[src/rtl/mem_bridge_pkg.sv]
// Shared types and constants for the memory-stage access bridge.
package mem_bridge_pkg;

    typedef enum logic [1:0] {
        ST_IDLE = 2'd0,
        ST_ADDR = 2'd1,
        ST_DATA = 2'd2,
        ST_DONE = 2'd3
    } state_e;

    localparam logic [1:0] SIZE_BYTE = 2'd0;
    localparam logic [1:0] SIZE_HALF = 2'd1;
    localparam logic [1:0] SIZE_WORD = 2'd2;

    localparam int TIMEOUT_CYC_DEFAULT = 255;

endpackage

[src/rtl/mem_access_bridge_if.sv]
// CPU-side request and SRAM-like bus signals of the access bridge.
// master = the bridge itself, slave = pipeline plus memory around it.
interface mem_access_bridge_if;
    logic        cpu_en;
    logic        cpu_we;
    logic [31:0] cpu_addr;
    logic [31:0] cpu_wdata;
    logic [3:0]  cpu_wmask;
    logic [31:0] cpu_rdata;
    logic        cpu_stall;
    logic        bus_err;
    logic        bus_req;
    logic        bus_wr;
    logic [1:0]  bus_size;
    logic [31:0] bus_addr;
    logic [3:0]  bus_wstrb;
    logic [31:0] bus_wdata;
    logic        bus_addr_ok;
    logic        bus_data_ok;
    logic [31:0] bus_rdata;

    modport master (
        input  cpu_en, cpu_we, cpu_addr, cpu_wdata, cpu_wmask,
        output cpu_rdata, cpu_stall, bus_err,
        output bus_req, bus_wr, bus_size, bus_addr, bus_wstrb, bus_wdata,
        input  bus_addr_ok, bus_data_ok, bus_rdata
    );

    modport slave (
        output cpu_en, cpu_we, cpu_addr, cpu_wdata, cpu_wmask,
        input  cpu_rdata, cpu_stall, bus_err,
        input  bus_req, bus_wr, bus_size, bus_addr, bus_wstrb, bus_wdata,
        output bus_addr_ok, bus_data_ok, bus_rdata
    );
endinterface

[src/rtl/mem_timeout_counter.sv]
// Watchdog for outstanding bus accesses; held at zero while cleared,
// counts while running and flags once the count reaches LIMIT.
module mem_timeout_counter #(
    parameter int LIMIT = 255
) (
    input  logic clka,
    input  logic rst,
    input  logic clear,
    input  logic run,
    output logic expired
);
    logic [7:0] cnt_q, cnt_d;

    assign expired = run && (cnt_q == 8'(LIMIT));

    always_comb begin
        cnt_d = cnt_q;
        if (clear) begin
            cnt_d = '0;
        end else if (run && !expired) begin
            cnt_d = cnt_q + 8'd1;
        end
    end

    always_ff @(posedge clka or posedge rst) begin
        if (rst) cnt_q <= '0;
        else     cnt_q <= cnt_d;
    end
endmodule

[src/rtl/mem_access_bridge.sv]
// M-stage load/store to SRAM-like bus bridge (address phase, data phase).
// Optional watchdog: define MEM_BRIDGE_TIMEOUT_EN.
module mem_access_bridge
    import mem_bridge_pkg::*;
#(
    parameter int TIMEOUT_CYC = TIMEOUT_CYC_DEFAULT
) (
    input  logic                clka,
    input  logic                rst,
    mem_access_bridge_if.master bif
);
    state_e      state_q, state_d;
    logic        we_q, we_d;
    logic [31:0] addr_q, addr_d;
    logic [31:0] wdata_q, wdata_d;
    logic [3:0]  mask_q, mask_d;
    logic [31:0] rdata_q, rdata_d;
    logic        timeout;
    logic        drive;
    logic [1:0]  store_size;

`ifdef MEM_BRIDGE_TIMEOUT_EN
    mem_timeout_counter #(.LIMIT(TIMEOUT_CYC)) u_timeout (
        .clka    (clka),
        .rst     (rst),
        .clear   (state_q == ST_IDLE),
        .run     ((state_q == ST_ADDR) || (state_q == ST_DATA)),
        .expired (timeout)
    );
`else
    assign timeout = 1'b0;
`endif

    always_ff @(posedge clka or posedge rst) begin
        if (rst) begin
            state_q <= ST_IDLE;
            we_q    <= 1'b0;
            addr_q  <= '0;
            wdata_q <= '0;
            mask_q  <= '0;
            rdata_q <= '0;
        end else begin
            state_q <= state_d;
            we_q    <= we_d;
            addr_q  <= addr_d;
            wdata_q <= wdata_d;
            mask_q  <= mask_d;
            rdata_q <= rdata_d;
        end
    end

    always_comb begin
        state_d = state_q;
        we_d    = we_q;
        addr_d  = addr_q;
        wdata_d = wdata_q;
        mask_d  = mask_q;
        rdata_d = rdata_q;
        case (state_q)
            ST_IDLE: begin
                if (bif.cpu_en) begin
                    we_d    = bif.cpu_we;
                    addr_d  = bif.cpu_addr;
                    wdata_d = bif.cpu_wdata;
                    mask_d  = bif.cpu_wmask;
                    state_d = ST_ADDR;
                end
            end
            ST_ADDR: begin
                if (timeout)               state_d = ST_DONE;
                else if (bif.bus_addr_ok)  state_d = ST_DATA;
            end
            ST_DATA: begin
                if (timeout) begin
                    state_d = ST_DONE;
                end else if (bif.bus_data_ok) begin
                    if (!we_q) rdata_d = bif.bus_rdata;
                    state_d = ST_DONE;
                end
            end
            // DONE never looks at cpu_en, so the same instruction is not reissued
            ST_DONE: state_d = ST_IDLE;
            default: state_d = ST_IDLE;
        endcase
    end

    // Size follows the number of enabled lanes; odd masks fall back to word
    always_comb begin
        case ($countones(mask_q))
            1:       store_size = SIZE_BYTE;
            2:       store_size = SIZE_HALF;
            default: store_size = SIZE_WORD;
        endcase
    end

    assign drive = (state_q == ST_ADDR) && !timeout;

    always_comb begin
        bif.bus_req   = drive;
        bif.bus_wr    = 1'b0;
        bif.bus_size  = SIZE_BYTE;
        bif.bus_addr  = '0;
        bif.bus_wstrb = '0;
        bif.bus_wdata = '0;
        if (drive) begin
            bif.bus_wr    = we_q;
            bif.bus_wdata = wdata_q;
            if (we_q) begin
                bif.bus_size  = store_size;
                bif.bus_addr  = addr_q;
                bif.bus_wstrb = mask_q;
            end else begin
                bif.bus_size  = SIZE_WORD;
                bif.bus_addr  = {addr_q[31:2], 2'b00};
            end
        end
    end

    assign bif.cpu_stall = bif.cpu_en && (state_q != ST_DONE);
    assign bif.cpu_rdata = rdata_q;
    assign bif.bus_err   = timeout;
endmodule

[src/flat_wrapper.sv]
// flat-port wrapper written by rule: the top's interface ports become plain ports
module mem_access_bridge_flat import mem_bridge_pkg::*;
#(
    parameter int TIMEOUT_CYC = TIMEOUT_CYC_DEFAULT
)
  (clka, rst, bif_cpu_en, bif_cpu_we, bif_cpu_addr, bif_cpu_wdata, bif_cpu_wmask, bif_cpu_rdata, bif_cpu_stall, bif_bus_err, bif_bus_req, bif_bus_wr, bif_bus_size, bif_bus_addr, bif_bus_wstrb, bif_bus_wdata, bif_bus_addr_ok, bif_bus_data_ok, bif_bus_rdata);
  mem_access_bridge_if bif_i ();
  input  logic clka;
  input  logic rst;
  input wire logic [$bits(bif_i.cpu_en)-1:0] bif_cpu_en;
  input wire logic [$bits(bif_i.cpu_we)-1:0] bif_cpu_we;
  input wire logic [$bits(bif_i.cpu_addr)-1:0] bif_cpu_addr;
  input wire logic [$bits(bif_i.cpu_wdata)-1:0] bif_cpu_wdata;
  input wire logic [$bits(bif_i.cpu_wmask)-1:0] bif_cpu_wmask;
  output wire logic [$bits(bif_i.cpu_rdata)-1:0] bif_cpu_rdata;
  output wire logic [$bits(bif_i.cpu_stall)-1:0] bif_cpu_stall;
  output wire logic [$bits(bif_i.bus_err)-1:0] bif_bus_err;
  output wire logic [$bits(bif_i.bus_req)-1:0] bif_bus_req;
  output wire logic [$bits(bif_i.bus_wr)-1:0] bif_bus_wr;
  output wire logic [$bits(bif_i.bus_size)-1:0] bif_bus_size;
  output wire logic [$bits(bif_i.bus_addr)-1:0] bif_bus_addr;
  output wire logic [$bits(bif_i.bus_wstrb)-1:0] bif_bus_wstrb;
  output wire logic [$bits(bif_i.bus_wdata)-1:0] bif_bus_wdata;
  input wire logic [$bits(bif_i.bus_addr_ok)-1:0] bif_bus_addr_ok;
  input wire logic [$bits(bif_i.bus_data_ok)-1:0] bif_bus_data_ok;
  input wire logic [$bits(bif_i.bus_rdata)-1:0] bif_bus_rdata;
  assign bif_i.cpu_en = bif_cpu_en;
  assign bif_i.cpu_we = bif_cpu_we;
  assign bif_i.cpu_addr = bif_cpu_addr;
  assign bif_i.cpu_wdata = bif_cpu_wdata;
  assign bif_i.cpu_wmask = bif_cpu_wmask;
  assign bif_cpu_rdata = bif_i.cpu_rdata;
  assign bif_cpu_stall = bif_i.cpu_stall;
  assign bif_bus_err = bif_i.bus_err;
  assign bif_bus_req = bif_i.bus_req;
  assign bif_bus_wr = bif_i.bus_wr;
  assign bif_bus_size = bif_i.bus_size;
  assign bif_bus_addr = bif_i.bus_addr;
  assign bif_bus_wstrb = bif_i.bus_wstrb;
  assign bif_bus_wdata = bif_i.bus_wdata;
  assign bif_i.bus_addr_ok = bif_bus_addr_ok;
  assign bif_i.bus_data_ok = bif_bus_data_ok;
  assign bif_i.bus_rdata = bif_bus_rdata;
  mem_access_bridge #(.TIMEOUT_CYC(TIMEOUT_CYC)) u_core (.clka(clka), .rst(rst), .bif(bif_i));
endmodule
[config.mk]
export PLATFORM = sky130hd
export DESIGN_NAME = mem_access_bridge_flat
export DESIGN_NICKNAME = d
export VERILOG_FILES = /design/src/rtl/mem_bridge_pkg.sv /design/src/rtl/mem_access_bridge_if.sv /design/src/rtl/mem_timeout_counter.sv /design/src/rtl/mem_access_bridge.sv /design/src/flat_wrapper.sv
export SDC_FILE = /design/constraint.sdc
export NUM_CORES = 1
export LEC_CHECK = 0
export ABC_AREA = 0
export CAP_MARGIN = 20
export CORE_ASPECT_RATIO = 1.75
export CORE_UTILIZATION = 44
export CTS_CLUSTER_DIAMETER = 150
export DETAILED_ROUTE_END_ITERATION = 6
export GPL_TIMING_DRIVEN = 0
export HOLD_SLACK_MARGIN = 0.08
export PLACE_DENSITY = 0.85
export REMOVE_ABC_BUFFERS = 1
export SLEW_MARGIN = 20
export SYNTH_ARGS = -nofsm -noshare
export SYNTH_HDL_FRONTEND = slang
export SYNTH_SLANG_ARGS = --single-unit
[constraint.sdc]
create_clock -name clka -period 4.92 [get_ports clka]
set_input_delay 0.984 -clock clka [delete_from_list [all_inputs] [get_ports clka]]
set_output_delay 0.984 -clock clka [all_outputs]
set_load 0.03 [all_outputs]
==> reports/results.ini, run 1 <==
[routing]
drt-vias-per-instance = 4.911
vias = 3217
ant_nets = 0
drt_iter0_drc = 102
drtPass1Iterations = 6
drc = 0
drt-total-wl_um = 11130
wire_per_inst_um = 16.99

[synthesis]
synthCells = 319
synth_area_leader_cell = dfrtp_1
ys_seq_area_frac = 0.5770
yosysTopAreaCellShare = 0.5770
yosys_warnings = 0
synth.distinct_cells = 19
yosys_register_bits = 103
synth_area_leaders = dfrtp_1 (58%), mux2_2 (26%), and2_1 (8.7%), ha_1 (2.2%), and3_1 (0.98%)
syn_avg_cell_area_um2 = 14.00
synth_area_mm2 = 0.004467

[min_path]
hold_class = flip-flop to flip-flop

[finish]
nets = 640
final_common_cell = clkdlybuf4s50_1
fillers = 719
final_cell_mix = clkdlybuf4s50_1 (210), dfrtp_1 (103), mux2_2 (102)
final_core_util = 0.7107
num_antenna_cells = 0
drive_gt1_frac = 0.2377
syn2layout_area_growth_pct = 56.72

[placement]
numPortBuffers = 210
place_congestion = 0.7571
dp_hpwl_um = 8538

[clocking]
ctsHoldBuffers = 0
cts_resized = 0
clkLatencyLatePin_ps = 340
cts_max_level = 3
cts_tree = done
clkTransAtPathRegs_ps = 70
root_buffer = clkbuf_16
cts_made_buffers = 9
clk_path_buf_depth = 2
post_cts_buffers = 0
cts_sinks = 103

[setup_path]
end_kind = primary output
startpoint_type = flip-flop
crit_fanout = 3
cp.required_ps = 3940
crit_type = flip-flop to primary output
arrival_ps = 2790

[global_route]
grt.met3_usage = 0.04175
grt_use_met2 = 0.4059
met1_usage = 0.2199
grt_pass1_wl_um = 17470
grt_busiest_layer = met2
grt_pass1_vias = 3553
overflow = 0
antenna_found_initial = 0
grtUsageTotal = 0.2171
grt_start_max_net_pins = 53

[pwr]
worst_ir_drop_vdd_v = 0.0003754
report.power.total_mw = 4.734
combPwrFrac = 0.546
power.internal_mw = 2.893
p_sw_mw = 1.840
power_per_cell_area_mw_per_mm2 = 676.2
p_leak_nw = 2.985
p_clk_frac = 0.138
swShare = 0.3888
power_frac_seq = 0.317

[floorplan]
chipWidth_um = 78.17
dieHeight_um = 135.3
ios = 212
core-area_mm2 = 0.009849
rows = 48
initial_core_util = 0.4535
die-area_mm2 = 0.01057

[outcome]
run_status = complete, no violations

[sta]
max_slew_margin = 0.4727
tightest_slew_ps = 790.1
slew_viol_final = 0
fin_crit_sh = 0.7680
rsz0062_at_grt = no
whs_ps = 495.9
fin_crit_ps = 3779
fin_skew_ps = 8.726
max_freq_mhz = 264.6
finalSetupViolCount = 0
hold_violations = 0

[job]
maxCapViolCount = 0

-- worst max-delay path, cell delays in order, from the launching register on --
cell	delay, ps
dfrtp_1	410
ha_1	320
ha_1	220
fa_1	550
xnor2_1	140
o31a_1	130
clkdlybuf4s50_1	690
-- power groups by stage --
stage                     Clock (mW)  Sequential (mW)  Combinational (mW)
after global routing           0.701             1.55                2.73
final                          0.651             1.50                2.58
after floorplan                    0             1.72                1.33
after CTS                      0.670             1.50                2.61
after detailed placement           0             1.51                2.60
after global placement             0             1.47                2.51
-- routing by layer --
layer / up-vias / wire length, um
met3: 31 / 586
met5: - / 0
met2: 128 / 6236
li1: 1485 / -
met4: 0 / 501
met1: 1573 / 3803
-- registers in the layout, summed over array words and instances (netlist names) --
| register | cells |
|---|---|
| u_core.addr_q | 32 |
| u_core.wdata_q | 32 |
| u_core.mask_q | 4 |
| u_core.state_q | 2 |
| u_core.bif.cpu_rdata | 32 |
| u_core.we_q | 1 |
-- synth_stat cells --
| master | number |
|---|---|
| ha_1 | 8 |
| nand2_1 | 1 |
| and2_1 | 62 |
| inv_1 | 7 |
| conb_1 | 1 |
| mux2i_1 | 1 |
| buf_2 | 6 |
| xnor2_1 | 1 |
| fa_1 | 1 |
| and2_2 | 1 |
| and3_1 | 7 |
| nand3_1 | 1 |
| clkbuf_1 | 7 |
| buf_4 | 5 |
| mux2_2 | 102 |
| nor2_1 | 3 |
| a222oi_1 | 1 |
| o31a_1 | 1 |
| dfrtp_1 | 103 |
-- worst paths after layout --
check / slack, ps / cells after the start / startpoint / end
worst max-delay path: 1140 / 6 / u_core.mask_q[2] / bif_bus_size[1]
worst min-delay path: 500 / 1 / u_core.addr_q[25] / u_core.addr_q[25]
worst max register to register: 2750 / 5 / u_core.state_q[1] / u_core.state_q[1]
worst min register to register: 500 / 1 / u_core.addr_q[25] / u_core.addr_q[25]
max in group asynchronous: 3230 / 3 / rst / u_core.addr_q[28]
min in group asynchronous: 1070 / 2 / rst / u_core.bif.cpu_rdata[0]
-- cell type report --
| type | instances | area (um^2) | area share |
|---|---|---|---|
| clock buffer | 9 | 225.2 | 0.03217 |
| clock inverter | 7 | 48.80 | 0.006971 |
| inverter | 7 | 31.28 | 0.004468 |
| multi-input combinational | 191 | 1784 | 0.2549 |
| sequential | 103 | 2577 | 0.3682 |
| tap | 125 | 156.4 | 0.02234 |
| timing repair buffer | 213 | 2177 | 0.3110 |
-- cell families after synthesis --
group,share of synthesized area
xor+xnor,0.001961
buf+inv,0.02689
fa+ha+maj,0.02689
other cells,0.0008395
simple gates,0.1028
mux,0.2594
compound gates,0.004202
flops,0.5770
-- metrics by stage --
step,setup TNS [ps],std cells,cell area (um^2),worst slack (ps)
final,0,655,7000,1141
after global routing,0,655,7000,1054
after CTS,0,655,7000,1131
after detailed placement,0,639,6726,1514
after global placement,-23820,636,6631,-237.7
after floorplan,0,301,4373,1232
(Power assumes the default switching activity.)
==> run 2, diff against run 1 <==
--- a/config.mk
+++ b/config.mk
@@ -8,12 +8,12 @@
 export ABC_AREA = 0
 export CAP_MARGIN = 20
 export CORE_ASPECT_RATIO = 1.75
-export CORE_UTILIZATION = 44
+export CORE_UTILIZATION = 41
 export CTS_CLUSTER_DIAMETER = 150
 export DETAILED_ROUTE_END_ITERATION = 6
 export GPL_TIMING_DRIVEN = 0
 export HOLD_SLACK_MARGIN = 0.08
-export PLACE_DENSITY = 0.85
+export PLACE_DENSITY = 0.8
 export REMOVE_ABC_BUFFERS = 1
 export SLEW_MARGIN = 20
 export SYNTH_ARGS = -nofsm -noshare
==> constraint.sdc (replaced) <==
create_clock -name clka -period 3.5 [get_ports clka]
set_input_delay 0.7 -clock clka [delete_from_list [all_inputs] [get_ports clka]]
set_output_delay 0.7 -clock clka [all_outputs]
set_load 0.03 [all_outputs]
==> reports/results.ini, run 2 (synthesis gave the netlist of run 1 again) <==
[finish]
final_core_util = 0.6689  ; -0.04181
final_cell_mix = clkdlybuf4s50_1 (210), dfrtp_1 (103), mux2_2 (102)
nets = 641  ; +0.16%
drive_gt1_frac = 0.2358  ; -0.001887
final_common_cell = clkdlybuf4s50_1
fin_area_mm2 = 0.007114  ; +1.6%
stdcell_count = 660  ; +0.76%
fillers = 807  ; +12%
multi_input_area_mm2 = 0.001784  ; unchanged
num_antenna_cells = 0  ; unchanged
syn2layout_area_growth_pct = 59.27
regArea_mm2 = 0.002577  ; unchanged

[clocking]
clk_path_buf_depth = 2  ; unchanged
clkTransAtPathRegs_ps = 60  ; about the same
ctsHoldBuffers = 0  ; unchanged
cts_sinks = 103  ; unchanged
cts_resized = 0  ; unchanged
cts_tree = done
post_cts_buffers = 0  ; unchanged
clkLatencyLatePin_ps = 330  ; about the same
cts_max_level = 3  ; unchanged
root_buffer = clkbuf_16
cts_made_buffers = 9  ; unchanged

[floorplan]
core-area_mm2 = 0.01064  ; +8.0%
dieHeight_um = 140.1  ; +3.5%
initial_core_util = 0.4200  ; -0.03351
rows = 50  ; +4.2%
chipWidth_um = 80.90  ; +3.5%
ios = 212  ; unchanged
die-area_mm2 = 0.01133  ; +7.2%

[setup_path]
cp_slowest_cell = clkdlybuf4s50_1
startpoint_type = flip-flop
arrival_ps = 2700  ; -90 ps
crit_type = flip-flop to primary output
cp_num_buf_inv = 1  ; unchanged
crit_family = adder cells
cp.required_ps = 2800  ; -1140 ps
end_kind = primary output
crit_fanout = 3  ; unchanged
crit_top_cell = ha_1
path_cells = ha_1 -> ha_1 -> fa_1 -> xnor2_1 -> o31a_1 -> clkdlybuf4s50_1
max_stage_delay_ps = 680  ; about the same

[pwr]
worst_ir_drop_vdd_v = 0.0005417  ; +44%
p_leak_nw = 3.035  ; +1.7%
swShare = 0.3684  ; -0.02040
combPwrFrac = 0.525  ; -0.021
power.internal_mw = 4.327  ; +50%
report.power.total_mw = 6.850  ; +45%
power_per_cell_area_mw_per_mm2 = 962.9  ; +42%
p_clk_frac = 0.168  ; +0.030
power_frac_seq = 0.307  ; -0.010
p_sw_mw = 2.524  ; +37%

[placement]
placedCellCount = 645  ; +0.94%
dp_hpwl_um = 8157  ; -4.5%
numPortBuffers = 210  ; unchanged
place_congestion = 0.7633  ; +0.82%
placed_area_mm2 = 0.006768  ; +0.61%

[outcome]
run_status = complete, no violations

[routing]
drt-total-wl_um = 10850  ; -2.5%
drtPass1Iterations = 4  ; -2
vias = 3198  ; -0.59%
ant_nets = 0  ; unchanged
drt_iter0_drc = 86  ; -16%
drc = 0  ; unchanged
wire_per_inst_um = 16.43  ; -3.3%
drt-vias-per-instance = 4.845  ; -1.3%

[sta]
fin_crit_sh = 0.9715
hold_violations = 0  ; unchanged
rsz0062_at_grt = no
fin_skew_ps = 5.014  ; -3.712 ps
fin_crit_ps = 3400
slew_viol_final = 0  ; unchanged
max_freq_mhz = 294.1
finalSetupViolCount = 0  ; unchanged

[global_route]
grt_start_max_net_pins = 55  ; +3.8%
grt_pass1_vias = 3470  ; -2.3%
antenna_found_initial = 0  ; unchanged
grt_pass1_wl_um = 17200  ; -1.5%
grtUsageTotal = 0.2019  ; -0.01519
overflow = 0  ; unchanged

[min_path]
hold_class = flip-flop to flip-flop

[job]
maxCapViolCount = 0  ; unchanged

## run 2: cell count changes in the layout (fill, tap and decap cells not counted)
| cell | before | now |
|---|---|---|
| buf_12 | 1 | 0 |
| buf_16 | 2 | 4 |
| bufinv_16 | 0 | 3 |
| clkbuf_1 | 0 | 1 |
| clkbuf_8 | 0 | 2 |
| clkinv_2 | 3 | 0 |
| clkinv_4 | 2 | 0 |
| clkinvlp_4 | 1 | 0 |
| inv_6 | 2 | 1 |
## run 2: area by class of cell
cell class	count	area share
Clock inverter	3	0.01266
Multi-Input combinational cell	191	0.2508
Inverter	7	0.004397
Sequential cell	103	0.3623
Timing Repair Buffer	214	0.3109
Clock buffer	12	0.03605
Tap cell	130	0.02286
## run 2: worst paths after layout
kind | startpoint | end | slack [ps] | cells after the start
max | u_core.mask_q[2] | bif_bus_size[1] | 100 | 6
min | u_core.wdata_q[3] | u_core.wdata_q[3] | 500 | 1
max reg2reg | u_core.state_q[1] | u_core.state_q[1] | 1450 | 5
min reg2reg | u_core.wdata_q[3] | u_core.wdata_q[3] | 500 | 1
max in group asynchronous | rst | u_core.wdata_q[16] | 2090 | 3
min in group asynchronous | rst | u_core.bif.cpu_rdata[29] | 770 | 2
## run 2: layer usage
metal / GRT usage / part of all wire / vias to the layer above
met5: 0 / 0 / -
met4: 0.1015 / 0.039 / 0
met3: 0.05212 / 0.060 / 25
met2: 0.3684 / 0.57 / 133
met1: 0.2031 / 0.33 / 1554
li1: - / - / 1486
## run 2: power groups by stage
stage	sequential, mW	clock [mW]	combinational (mW)
after floorplan	2.41	0	1.88
after global placement	2.07	0	3.54
after detailed placement	2.12	0	3.63
after CTS	2.10	1.18	3.65
after global routing	2.18	1.23	3.81
final	2.10	1.15	3.60
## run 2: through the flow
step                      setup TNS (ps)  setup slack [ps]  hold slack (ps)
after detailed placement               0             465.1            485.8
after global placement           -188100             -1448            478.5
after CTS                              0             93.66            502.0
final                                  0             99.76            497.4
after global routing                   0            0.5354            508.9
after floorplan                        0             96.16            470.8
## run 2: worst register-to-register path, stage by stage (launching register included)
cell      delay [ps]
dfrtp_1          390
inv_1             90
ha_2             340
buf_16           250
a222oi_1         480
mux2_2           390
==> run 3, diff against run 2 <==
--- a/config.mk
+++ b/config.mk
@@ -13,8 +13,10 @@
 export DETAILED_ROUTE_END_ITERATION = 6
 export GPL_TIMING_DRIVEN = 0
 export HOLD_SLACK_MARGIN = 0.08
+export MAX_ROUTING_LAYER = met4
 export PLACE_DENSITY = 0.8
 export REMOVE_ABC_BUFFERS = 1
+export SKIP_LAST_GASP = 1
 export SLEW_MARGIN = 20
 export SYNTH_ARGS = -nofsm -noshare
 export SYNTH_HDL_FRONTEND = slang
==> reports/results.ini, run 3 (synthesis gave the netlist of run 1 again) <==
[clocking]
root_buffer = clkbuf_16
cts_tree = done
clkLatencyLatePin_ps = 330  ; about the same
clk_path_buf_depth = 2  ; unchanged
cts_sinks = 103  ; unchanged
cts_made_buffers = 9  ; unchanged
clkTransAtPathRegs_ps = 60  ; about the same
cts_max_level = 3  ; unchanged

[routing]
vias = 3207  ; +0.28%
drc = 0  ; unchanged
wire_per_inst_um = 16.46  ; +0.18%
drt-total-wl_um = 10870  ; +0.18%
ant_nets = 0  ; unchanged
drt_iter0_drc = 74  ; -14%
drtPass1Iterations = 4  ; unchanged
drt-vias-per-instance = 4.859  ; +0.28%

[sta]
worst_slack_ps = 98.69  ; -1.067 ps
tns_ps = 0  ; unchanged
max_freq_mhz = 294.0  ; about the same
fin_skew_ps = 5.582  ; +0.5678 ps
hold_violations = 0  ; unchanged
finalSetupViolCount = 0  ; unchanged
rsz0062_at_grt = no
fin_crit_sh = 0.9718  ; about the same
fin_crit_ps = 3401  ; +1.067 ps
slew_viol_final = 0  ; unchanged
whs_ps = 497.6  ; +0.1970 ps

[finish]
syn2layout_area_growth_pct = 59.50
num_antenna_cells = 0  ; unchanged
final_common_cell = clkdlybuf4s50_1
final_cell_mix = clkdlybuf4s50_1 (210), dfrtp_1 (103), mux2_2 (102)
nets = 641  ; unchanged
drive_gt1_frac = 0.2358  ; unchanged
fin_area_mm2 = 0.007124  ; +0.14%
fillers = 809  ; +0.25%

[floorplan]
ios = 212  ; unchanged
rows = 50  ; unchanged
chipWidth_um = 80.90  ; unchanged
dieHeight_um = 140.1  ; unchanged
core-area_mm2 = 0.01064  ; unchanged
initial_core_util = 0.4200  ; unchanged
die-area_mm2 = 0.01133  ; unchanged

[placement]
placed_area_mm2 = 0.006768  ; unchanged
dp_hpwl_um = 8157  ; unchanged
place_congestion = 0.7733  ; +1.3%
numPortBuffers = 210  ; unchanged
place_ws_ps = 465.1  ; unchanged

[setup_path]
cp_slowest_cell = clkdlybuf4s50_1
crit_family = adder cells
cp_num_buf_inv = 1  ; unchanged
max_stage_delay_ps = 680  ; about the same
arrival_ps = 2700  ; about the same
startpoint_type = flip-flop
path_cells = ha_1 -> ha_1 -> fa_1 -> xnor2_1 -> o31a_1 -> clkdlybuf4s50_1
crit_fanout = 3  ; unchanged
crit_type = flip-flop to primary output
end_kind = primary output
crit_top_cell = ha_1
cp.required_ps = 2800  ; about the same

[global_route]
grt_pass1_vias = 3472  ; +0.058%
overflow = 0  ; unchanged
antenna_found_initial = 0  ; unchanged
grtUsageTotal = 0.2074  ; +0.005477
grt_pass1_wl_um = 17160  ; -0.24%
grt_start_max_net_pins = 55  ; unchanged

[pwr]
power_per_cell_area_mw_per_mm2 = 963.5  ; about the same
worst_ir_drop_vdd_v = 0.0005598  ; +3.3%
p_leak_nw = 3.037  ; about the same

[min_path]
hold_class = flip-flop to flip-flop

[job]
maxCapViolCount = 0  ; unchanged

[outcome]
run_status = complete, no violations

## run 3: cell types whose count changed in the layout (fill, tap and decap cells not counted)
cell  change
ha_2      -1
ha_4      +1
## run 3: area by class of cell
cell class | instances | area [um^2] | share of cell area
clock buffer | 12 | 256.5 | 0.03600
clock inverter | 3 | 90.09 | 0.01264
inverter | 7 | 31.28 | 0.004391
multi-input combinational | 191 | 1794 | 0.2518
sequential | 103 | 2577 | 0.3618
tap | 130 | 162.7 | 0.02283
timing repair buffer | 214 | 2212 | 0.3105
## run 3: worst reg2reg max path, cell delays in order, from the launching register on
cell	delay, ps
dfrtp_1	380
inv_1	110
ha_4	260
buf_16	200
a222oi_1	470
mux2_2	380
## run 3: path summary, 6_finish.rpt
| check | start | end | slack (ps) | cells after the start |
|---|---|---|---|---|
| worst max-delay path | u_core.mask_q[2] | bif_bus_size[1] | 100 | 6 |
| max in group asynchronous | rst | u_core.wdata_q[16] | 2080 | 3 |
| min in group asynchronous | rst | u_core.bif.cpu_rdata[9] | 770 | 2 |
| worst max register to register | u_core.state_q[1] | u_core.state_q[1] | 1570 | 5 |
| worst min register to register | u_core.wdata_q[4] | u_core.wdata_q[4] | 500 | 1 |
| worst min-delay path | u_core.wdata_q[4] | u_core.wdata_q[4] | 500 | 1 |
## run 3: power by group
group	switching [mW]	internal, mW	total, mW
Sequential	0.300	1.80	2.10
Combinational	1.82	1.80	3.61
Clock	0.414	0.735	1.15
## run 3: per-layer routing
| layer | GRT usage | wire length (um) | vias up |
|---|---|---|---|
| li1 | - | - | 1491 |
| met1 | 0.2099 | 3778 | 1563 |
| met2 | 0.3689 | 6149 | 129 |
| met3 | 0.03713 | 524 | 24 |
| met4 | 0.1043 | 412 | 0 |
| met5 | - | 0 | - |
## run 3: repair_timing
item,CTS,global route
setup buffers,0,0
resized for setup,0,1
hold endpoints to repair,0,0
hold buffers,0,0
endpoints found under the setup margin,0,1
## run 3: per-stage QoR
stage | power, mW | util | cells
after floorplan | 4.288 | - | 301
after global placement | 5.603 | 0.6241 | 641
after detailed placement | 5.755 | 0.6364 | 645
after CTS | 6.928 | 0.6689 | 660
after global routing | 7.232 | 0.6699 | 660
final | 6.864 | 0.6699 | 660
